===== src/rtl/mem_port_arbiter.sv =====
// rtl/mem_port_arbiter.sv - two-requester (fetch / load-store) arbiter for one shared memory port.
// Optional round-robin arbitration under ARB_ROUND_ROBIN_EN; default build is fixed priority with D first.
module mem_port_arbiter #(
    parameter int LATENCY = 2
) (
    input  logic        clk,
    input  logic        rst,
    input  logic        if_req,
    input  logic [31:0] if_addr,
    output logic        if_gnt,
    output logic        if_valid,
    output logic [31:0] if_rdata,
    input  logic        d_req,
    input  logic [31:0] d_addr,
    input  logic [1:0]  d_size,
    input  logic        d_we,
    input  logic [31:0] d_wdata,
    output logic        d_gnt,
    output logic        d_valid,
    output logic [31:0] d_rdata,
    output logic [31:0] mem_addr,
    output logic [1:0]  mem_size,
    output logic [31:0] mem_wdata,
    output logic        mem_wen,
    input  logic [31:0] mem_rdata
);

    typedef enum logic [1:0] {IDLE, ACCESS, RESP} state_t;

    state_t      state, state_next;
    logic [3:0]  cnt;
    logic [31:0] lat_addr;
    logic [31:0] lat_wdata;
    logic [1:0]  lat_size;
    logic        lat_we;
    logic        owner_d;
    logic        last_cycle;

`ifdef ARB_ROUND_ROBIN_EN
    logic        last_d;
`endif

    assign last_cycle = (state == ACCESS) && (cnt == 4'd0);

    always_comb begin
        if_gnt = 1'b0;
        d_gnt  = 1'b0;
        if (rst && state == IDLE) begin
`ifdef ARB_ROUND_ROBIN_EN
            if (if_req && d_req) begin
                if_gnt = last_d;
                d_gnt  = !last_d;
            end else begin
                if_gnt = if_req;
                d_gnt  = d_req;
            end
`else
            d_gnt  = d_req;
            if_gnt = if_req && !d_req;
`endif
        end
    end

    always_comb begin
        state_next = state;
        if_valid   = 1'b0;
        d_valid    = 1'b0;
        case (state)
            IDLE:    if (if_gnt || d_gnt) state_next = ACCESS;
            ACCESS:  if (cnt == 4'd0) state_next = RESP;
            RESP: begin
                state_next = IDLE;
                if_valid   = !owner_d;
                d_valid    = owner_d;
            end
            default: state_next = IDLE;
        endcase
    end

    // The write strobe is confined to the final wait-state so a store hits memory exactly once.
    assign mem_wen   = !(rst && last_cycle && lat_we);
    assign mem_addr  = lat_addr;
    assign mem_size  = lat_size;
    assign mem_wdata = lat_wdata;

    always_ff @(posedge clk) begin
        if (!rst) begin
            state     <= IDLE;
            cnt       <= 4'd0;
            owner_d   <= 1'b0;
            if_rdata  <= 32'd0;
            d_rdata   <= 32'd0;
            lat_addr  <= 32'd0;
            lat_wdata <= 32'd0;
            lat_size  <= 2'b00;
            lat_we    <= 1'b0;
`ifdef ARB_ROUND_ROBIN_EN
            last_d    <= 1'b1;
`endif
        end else begin
            state <= state_next;
            if (if_gnt || d_gnt) begin
                lat_addr  <= d_gnt ? d_addr : if_addr;
                lat_size  <= d_gnt ? d_size : 2'b10;
                lat_we    <= d_gnt && d_we;
                lat_wdata <= d_wdata;
                owner_d   <= d_gnt;
                cnt       <= 4'(LATENCY - 1);
`ifdef ARB_ROUND_ROBIN_EN
                last_d    <= d_gnt;
`endif
            end else if (state == ACCESS && cnt != 4'd0) begin
                cnt <= cnt - 4'd1;
            end
            if (last_cycle && !lat_we) begin
                if (owner_d) d_rdata  <= mem_rdata;
                else         if_rdata <= mem_rdata;
            end
        end
    end

endmodule

===== config.mk =====
export PLATFORM = sky130hd
export DESIGN_NAME = mem_port_arbiter
export DESIGN_NICKNAME = d
export VERILOG_FILES = /design/src/rtl/mem_port_arbiter.sv
export SDC_FILE = /design/constraint.sdc
export NUM_CORES = 1
export LEC_CHECK = 0
export BUFFER_PORTS_ARGS = -buffer_cell sky130_fd_sc_hd__buf_2
export CAP_MARGIN = 15
export CELL_PAD_IN_SITES_DETAIL_PLACEMENT = 1
export CELL_PAD_IN_SITES_GLOBAL_PLACEMENT = 2
export CORE_MARGIN = 2
export CORE_UTILIZATION = 23
export CTS_CLUSTER_SIZE = 40
export DETAILED_ROUTE_END_ITERATION = 10
export GPL_ROUTABILITY_DRIVEN = 1
export GPL_TIMING_DRIVEN = 0
export PLACE_DENSITY = 0.78
export SETUP_SLACK_MARGIN = 0.02
export SLEW_MARGIN = 20
export SYNTH_ARGS = -nofsm -noshare
export SYNTH_HDL_FRONTEND = slang
export SYNTH_SLANG_ARGS = --single-unit

===== constraint.sdc =====
create_clock -name clk -period 1.8 [get_ports clk]
set_input_delay 0.27 -clock clk [delete_from_list [all_inputs] [get_ports clk]]
set_output_delay 0.27 -clock clk [all_outputs]
set_load 0.02 [all_outputs]

==> results.cfg, run 1 <==
[floorplanning]
std_cell_rows = 56
die_h_um = 157
core-area_um2 = 23300
initial_core_util_pct = 23.3
die_x_um = 157
io_pins = 270
die_area_um2 = 24800

[run_status]
violations = setup timing
status = finished, violations left

[sta]
finalHoldViolations = 0
max_freq_mhz = 496
clock_skew_ns = 0.0112
fin_ws_ns = -0.217
max_slew.worst_pin.slew_ns = 0.783
period_share_pct = 112
fin_crit_ns = 2.02
setup_tns_ns = -1.15
setup_viol = 21
hold_slack_ns = 0.0980
slew_violations = 0
rsz0062_at_grt = true
slew_headroom_pct = 47.6

[synth]
syn_area_per_cell_um2 = 9.63
ys_seq_area_share_pct = 51.0
synth_cells = 562
ys_types = 34
ys_warn_count = 0
synth_nets = 698
synth_flop_cell = dfxtp_1
synth-seq-cells = 138
synthArstFlopShare_pct = 0
synth_edf_count = 0
netlist_area_um2 = 5410

[place]
placed_cells = 1149
placed_cell_area_um2 = 7150
gp_congestion = 0.732
dp_hpwl_mm = 14.2
port_buffers = 268

[layout]
final_common_cell = buf_2
layout-drive-gt1-share_pct = 41.0
nets = 1006
areaGrowthSynthToFinish_pct = 49.4
finalNonFillerCells = 1203
finalInstanceArea_um2 = 8090
layout_common_cells = buf_2 (271), dfxtp_1 (135), nand2_1 (96)

[route]
drt-pass1-iter-count = 4
drc_errors = 0
wl_per_cell_um = 16.1
via_per_inst = 4.41
wirelength_mm = 19.4
drt_iter0_drc = 161
drtAntennaViolNets = 0
vias = 5309

[flow_run]
maxCapViolCount = 0

[power]
p_leak_nw = 4.30
power_density_nw_per_um2 = 1080
finalPower_mw = 8.76
peakVddDrop_mv = 0.590

[grt]
grt_usage_pct = 15.4
grt_pass1_vias = 5542
grt_max_degree = 17
grt_pass1_wl_mm = 29.7
grt.overflow.total = 0
antenna_found_initial = 0

[clock_network]
path_clk_slew_ns = 0.07
cts_tree = yes
clockRootBuffer = clkbuf_16
clock-sinks = 138
cts_buffer_depth = 2
cts.htree.levels = 4
clkLatencyLatePin_ns = 0.42
cts_buffers = 17

[setup_path]
worstPathMaxFanout = 9
rr_startpoint = state[1]$_SDFFE_PN0P_
end_kind = primary output
crit_arrival_ns = 1.75
critPathLaunchType = register
critical_path.startpoint = state[1]$_SDFFE_PN0P_
worst_ep_required_time_ns = 1.53
crit_type = reg2out

[worst_hold_path]
hold_path_class = in2reg
hp-start = d_wdata[27]
[registers in the layout, summed over array words and instances (netlist names), 2 cells and up]
signal     cells
state          2
cnt            4
if_rdata      32
mem_addr      32
mem_wdata     32
d_rdata       32
mem_size       2
[layer usage]
layer / share of wire (%) / track usage [%] / wire length [µm]
met4: 1.5 / 4.59 / 282
met2: 49 / 26.8 / 9520
met5: 0 / 0 / 0
met1: 42 / 17.9 / 8130
met3: 7.4 / 5.31 / 1430
[cells by family after synthesis]
logic type | Yosys count | synth area share, %
adder cells (fa/ha/maj) | 1 | 0.231
flip-flops | 138 | 51.0
buffers and inverters | 57 | 4.99
multiplexers | 64 | 11.8
AND/OR/NAND/NOR | 157 | 12.9
AO/OA/AOI/OAI | 145 | 19.0
[stage by stage]
stage                     utilization [%]  worst slack, ns
final                                34.8           -0.217
after global routing                 34.8           -0.270
after CTS                            34.6           -0.321
after detailed placement             30.8           -0.535
after global placement               30.8           -0.531
after floorplan                         -           0.0482
[synth_stat cells, drive strengths merged (2+ instances only)]
cell type | instances | area, µm²
nor2 | 9 | 36.3
dfxtp | 138 | 2760
nand3 | 36 | 180
o21ai | 38 | 190
inv | 5 | 18.8
a21oi | 38 | 190
nor3b | 2 | 20.0
or2 | 2 | 12.5
nand2 | 97 | 364
nand4b | 2 | 17.5
buf | 15 | 113
o22a | 32 | 280
mux2i | 64 | 641
o211a | 32 | 320
clkbuf | 37 | 139
[area by class of cell]
class                           count  area [µm²]
Clock buffer                       18         439
Clock inverter                     14         160
Tap cell                          319         399
Sequential cell                   138        2770
Timing Repair Buffer              291        1590
Multi-Input combinational cell    367        2440
Buffer                             50         273
Inverter                            5        18.8
Antenna cell                        1        2.50
Fill cell                        2785       15200
[report_power, final]
group          total, mW  internal [mW]  switching (mW)
logic               1.75          0.725            1.02
clock network       3.59           2.11            1.48
registers           3.43           3.31           0.123
total               8.76           6.14            2.62
[what timing repair did]
action | 4_1_cts | 5_1_grt
pin swaps | 32 | 3
hold buffers | 0 | 0
gates resized for setup | 38 | 8
cloned | 2 | 0
setup buffers | 15 | 6
setup endpoints to repair | 96 | 69
[critical path: stages (launching register included)]
cell     delay, ns
dfxtp_1       0.31
buf_6         0.13
or4b_4        0.56
buf_8         0.15
nor2_4        0.07
buf_6         0.12
[final timing paths]
kind / slack, ns / cells after the start / to
worst max-delay path: -0.22 / 5 / if_gnt
worst min-delay path: 0.1 / 3 / mem_wdata[27]$_SDFFE_PN0P_
worst max register to register: -0.11 / 8 / mem_addr[18]$_SDFFE_PN0P_
worst min register to register: 0.46 / 2 / if_rdata[6]$_SDFFE_PN0P_
(Power assumes the default switching activity.)
==> inputs of run 2 (changes only) <==
Settings changed: CELL_PAD_IN_SITES_GLOBAL_PLACEMENT 2 to 1, CORE_UTILIZATION 23 to 30, PLACE_DENSITY 0.78 to 0.8.
==> results.cfg, run 2 (synthesis gave the netlist of run 1 again) <==
[run_status]
status = finished, violations left
violations = setup timing

[sta]
slew_headroom_pct = 53.3
max_freq_mhz = 505
setup_tns_ns = -0.432
finalHoldViolations = 0
slew_violations = 0
fin_ws_ns = -0.179
clock_skew_ns = 0.0110
fin_crit_ns = 1.98
max_slew.worst_pin.slew_ns = 0.697
rsz0062_at_grt = true
setup_viol = 3
period_share_pct = 110

[flow_run]
maxCapViolCount = 0

[route]
vias = 5324
wl_per_cell_um = 16.8
drt-pass1-iter-count = 4
wirelength_mm = 18.5
drtAntennaViolNets = 0
via_per_inst = 4.85
drt_iter0_drc = 134
drc_errors = 0

[floorplanning]
std_cell_rows = 49
die_area_um2 = 19100
io_pins = 270
die_h_um = 138
initial_core_util_pct = 30.3
die_x_um = 138
core-area_um2 = 17800

[worst_hold_path]
hold_path_class = in2reg
hp-start = d_size[0]
hold-path-cell-count = 3

[setup_path]
critical_path.startpoint = state[0]$_SDFFE_PN0P_
critPathTopFamily = simple AND/OR/NAND/NOR gates
crit_buf_inv = 3
path_cells = buf_6 > or4b_4 > buf_6 > nor2_4 > buf_6
rr_startpoint = state[0]$_SDFFE_PN0P_
cpMaxStageDelayCell = or4b_4
crit_arrival_ns = 1.71
worstPathMaxFanout = 5
crit_type = reg2out
cpPeakStageDelay_ns = 0.52
end_kind = primary output
cpMostUsedCell = buf_6
path_depth = 5
worst_ep_required_time_ns = 1.53
critPathLaunchType = register
reg2reg_depth = 6

[power]
p_leak_nw = 4.17
swShare_pct = 29.2
peakVddDrop_mv = 0.607
clkPwrFrac_pct = 39.7
p_sw_mw = 2.47
power_density_nw_per_um2 = 1090
p_int_mw = 5.98
pwr-share-seq_pct = 40.7
combPwrFrac_pct = 19.7
finalPower_mw = 8.45

[grt]
grt_max_degree = 17
grt.overflow.total = 0
grt_usage_pct = 19.2
antenna_found_initial = 0
grt_pass1_wl_mm = 29.6
grt_pass1_vias = 5749

[layout]
areaGrowthSynthToFinish_pct = 43.2
multi_input_area_um2 = 2430
fillers = 2162
layout_common_cells = buf_2 (275), dfxtp_1 (134), nand2_1 (96)
nets = 992
antennaDiodeCount = 0
layout-drive-gt1-share_pct = 40.2
final_common_cell = buf_2
ff_latch_area_um2 = 2770

[clock_network]
cts.htree.levels = 4
cts_buffer_depth = 2
hold_buffers = 0
path_clk_slew_ns = 0.06
clockRootBuffer = clkbuf_16
clkLatencyLatePin_ns = 0.41
clock-sinks = 138
cts_tree = yes
cts_buffers = 17

[place]
dp_hpwl_mm = 14.0
gp_congestion = 0.805
port_buffers = 268
## run 2: cell count changes in the layout (fill, tap and decap cells not counted), moves of 2 or more
cell	change
inv_6	-2
buf_4	-9
clkinvlp_4	+2
buf_2	+4
clkbuf_4	-2
buf_8	-2
clkinv_4	-2
buf_6	+2
buf_16	-2
buf_12	-2
inv_8	-2
## run 2: through the flow
step	hold WS, ns	std cells	setup WS (ns)	util, %	area [µm²]
floorplan	0.418	562	0.0482	-	5410
global placement	0.443	1059	-0.451	39.5	7040
detailed placement	0.450	1059	-0.498	39.5	7040
CTS	0.0850	1100	-0.233	43.4	7750
global route	0.0968	1098	-0.244	43.5	7750
finish	0.101	1098	-0.179	43.5	7750
## run 2: worst reg2reg max path: cells and delay by family, from the launching register on
family / cells / cell delay, ns
simple gates: 1 / 0.41
compound gates: 2 / 0.36
flops: 1 / 0.32
buf+inv: 3 / 0.51
## run 2: metal layers
layer / routed length, µm / GRT usage [%] / share of wire, %
met5: 0 / 0 / 0
met4: 298 / 5.91 / 1.6
met3: 1290 / 7.03 / 7.0
met2: 9000 / 33.1 / 49
met1: 7880 / 22.2 / 43
## run 2: power groups by stage
stage | clock, mW | combinational (mW) | sequential, mW
finish | 3.35 | 1.66 | 3.44
global route | 3.56 | 1.81 | 3.46
CTS | 3.44 | 1.68 | 3.43
detailed placement | 0 | 1.61 | 3.49
global placement | 0 | 1.59 | 3.48
floorplan | 0 | 0.692 | 3.78
## run 2: path summary, 6_finish.rpt
kind	slack, ns	endpoint
max	-0.18	if_gnt
min	0.10	mem_size[0]$_SDFFE_PN0P_
max reg2reg	0.09	mem_addr[23]$_SDFFE_PN0P_
min reg2reg	0.45	d_rdata[13]$_SDFFE_PN0P_
## run 2: final cells by class
cell class                 instances  area share [%]
sequential                       138            35.7
multi-input combinational        367            31.4
timing repair buffer             279            18.6
clock buffer                      22            6.12
tap                              229            3.70
buffer                            48            3.11
clock inverter                    10            1.19
inverter                           5           0.242
## run 2: repair_timing
item / 4_1_cts / 5_1_grt
endpoints found under the setup margin: 95 / 93
cloned: 0 / 0
pin swaps: 5 / 2
endpoints found under the hold margin: 0 / 0
buffers inserted: 12 / 0
resized for setup: 25 / 13
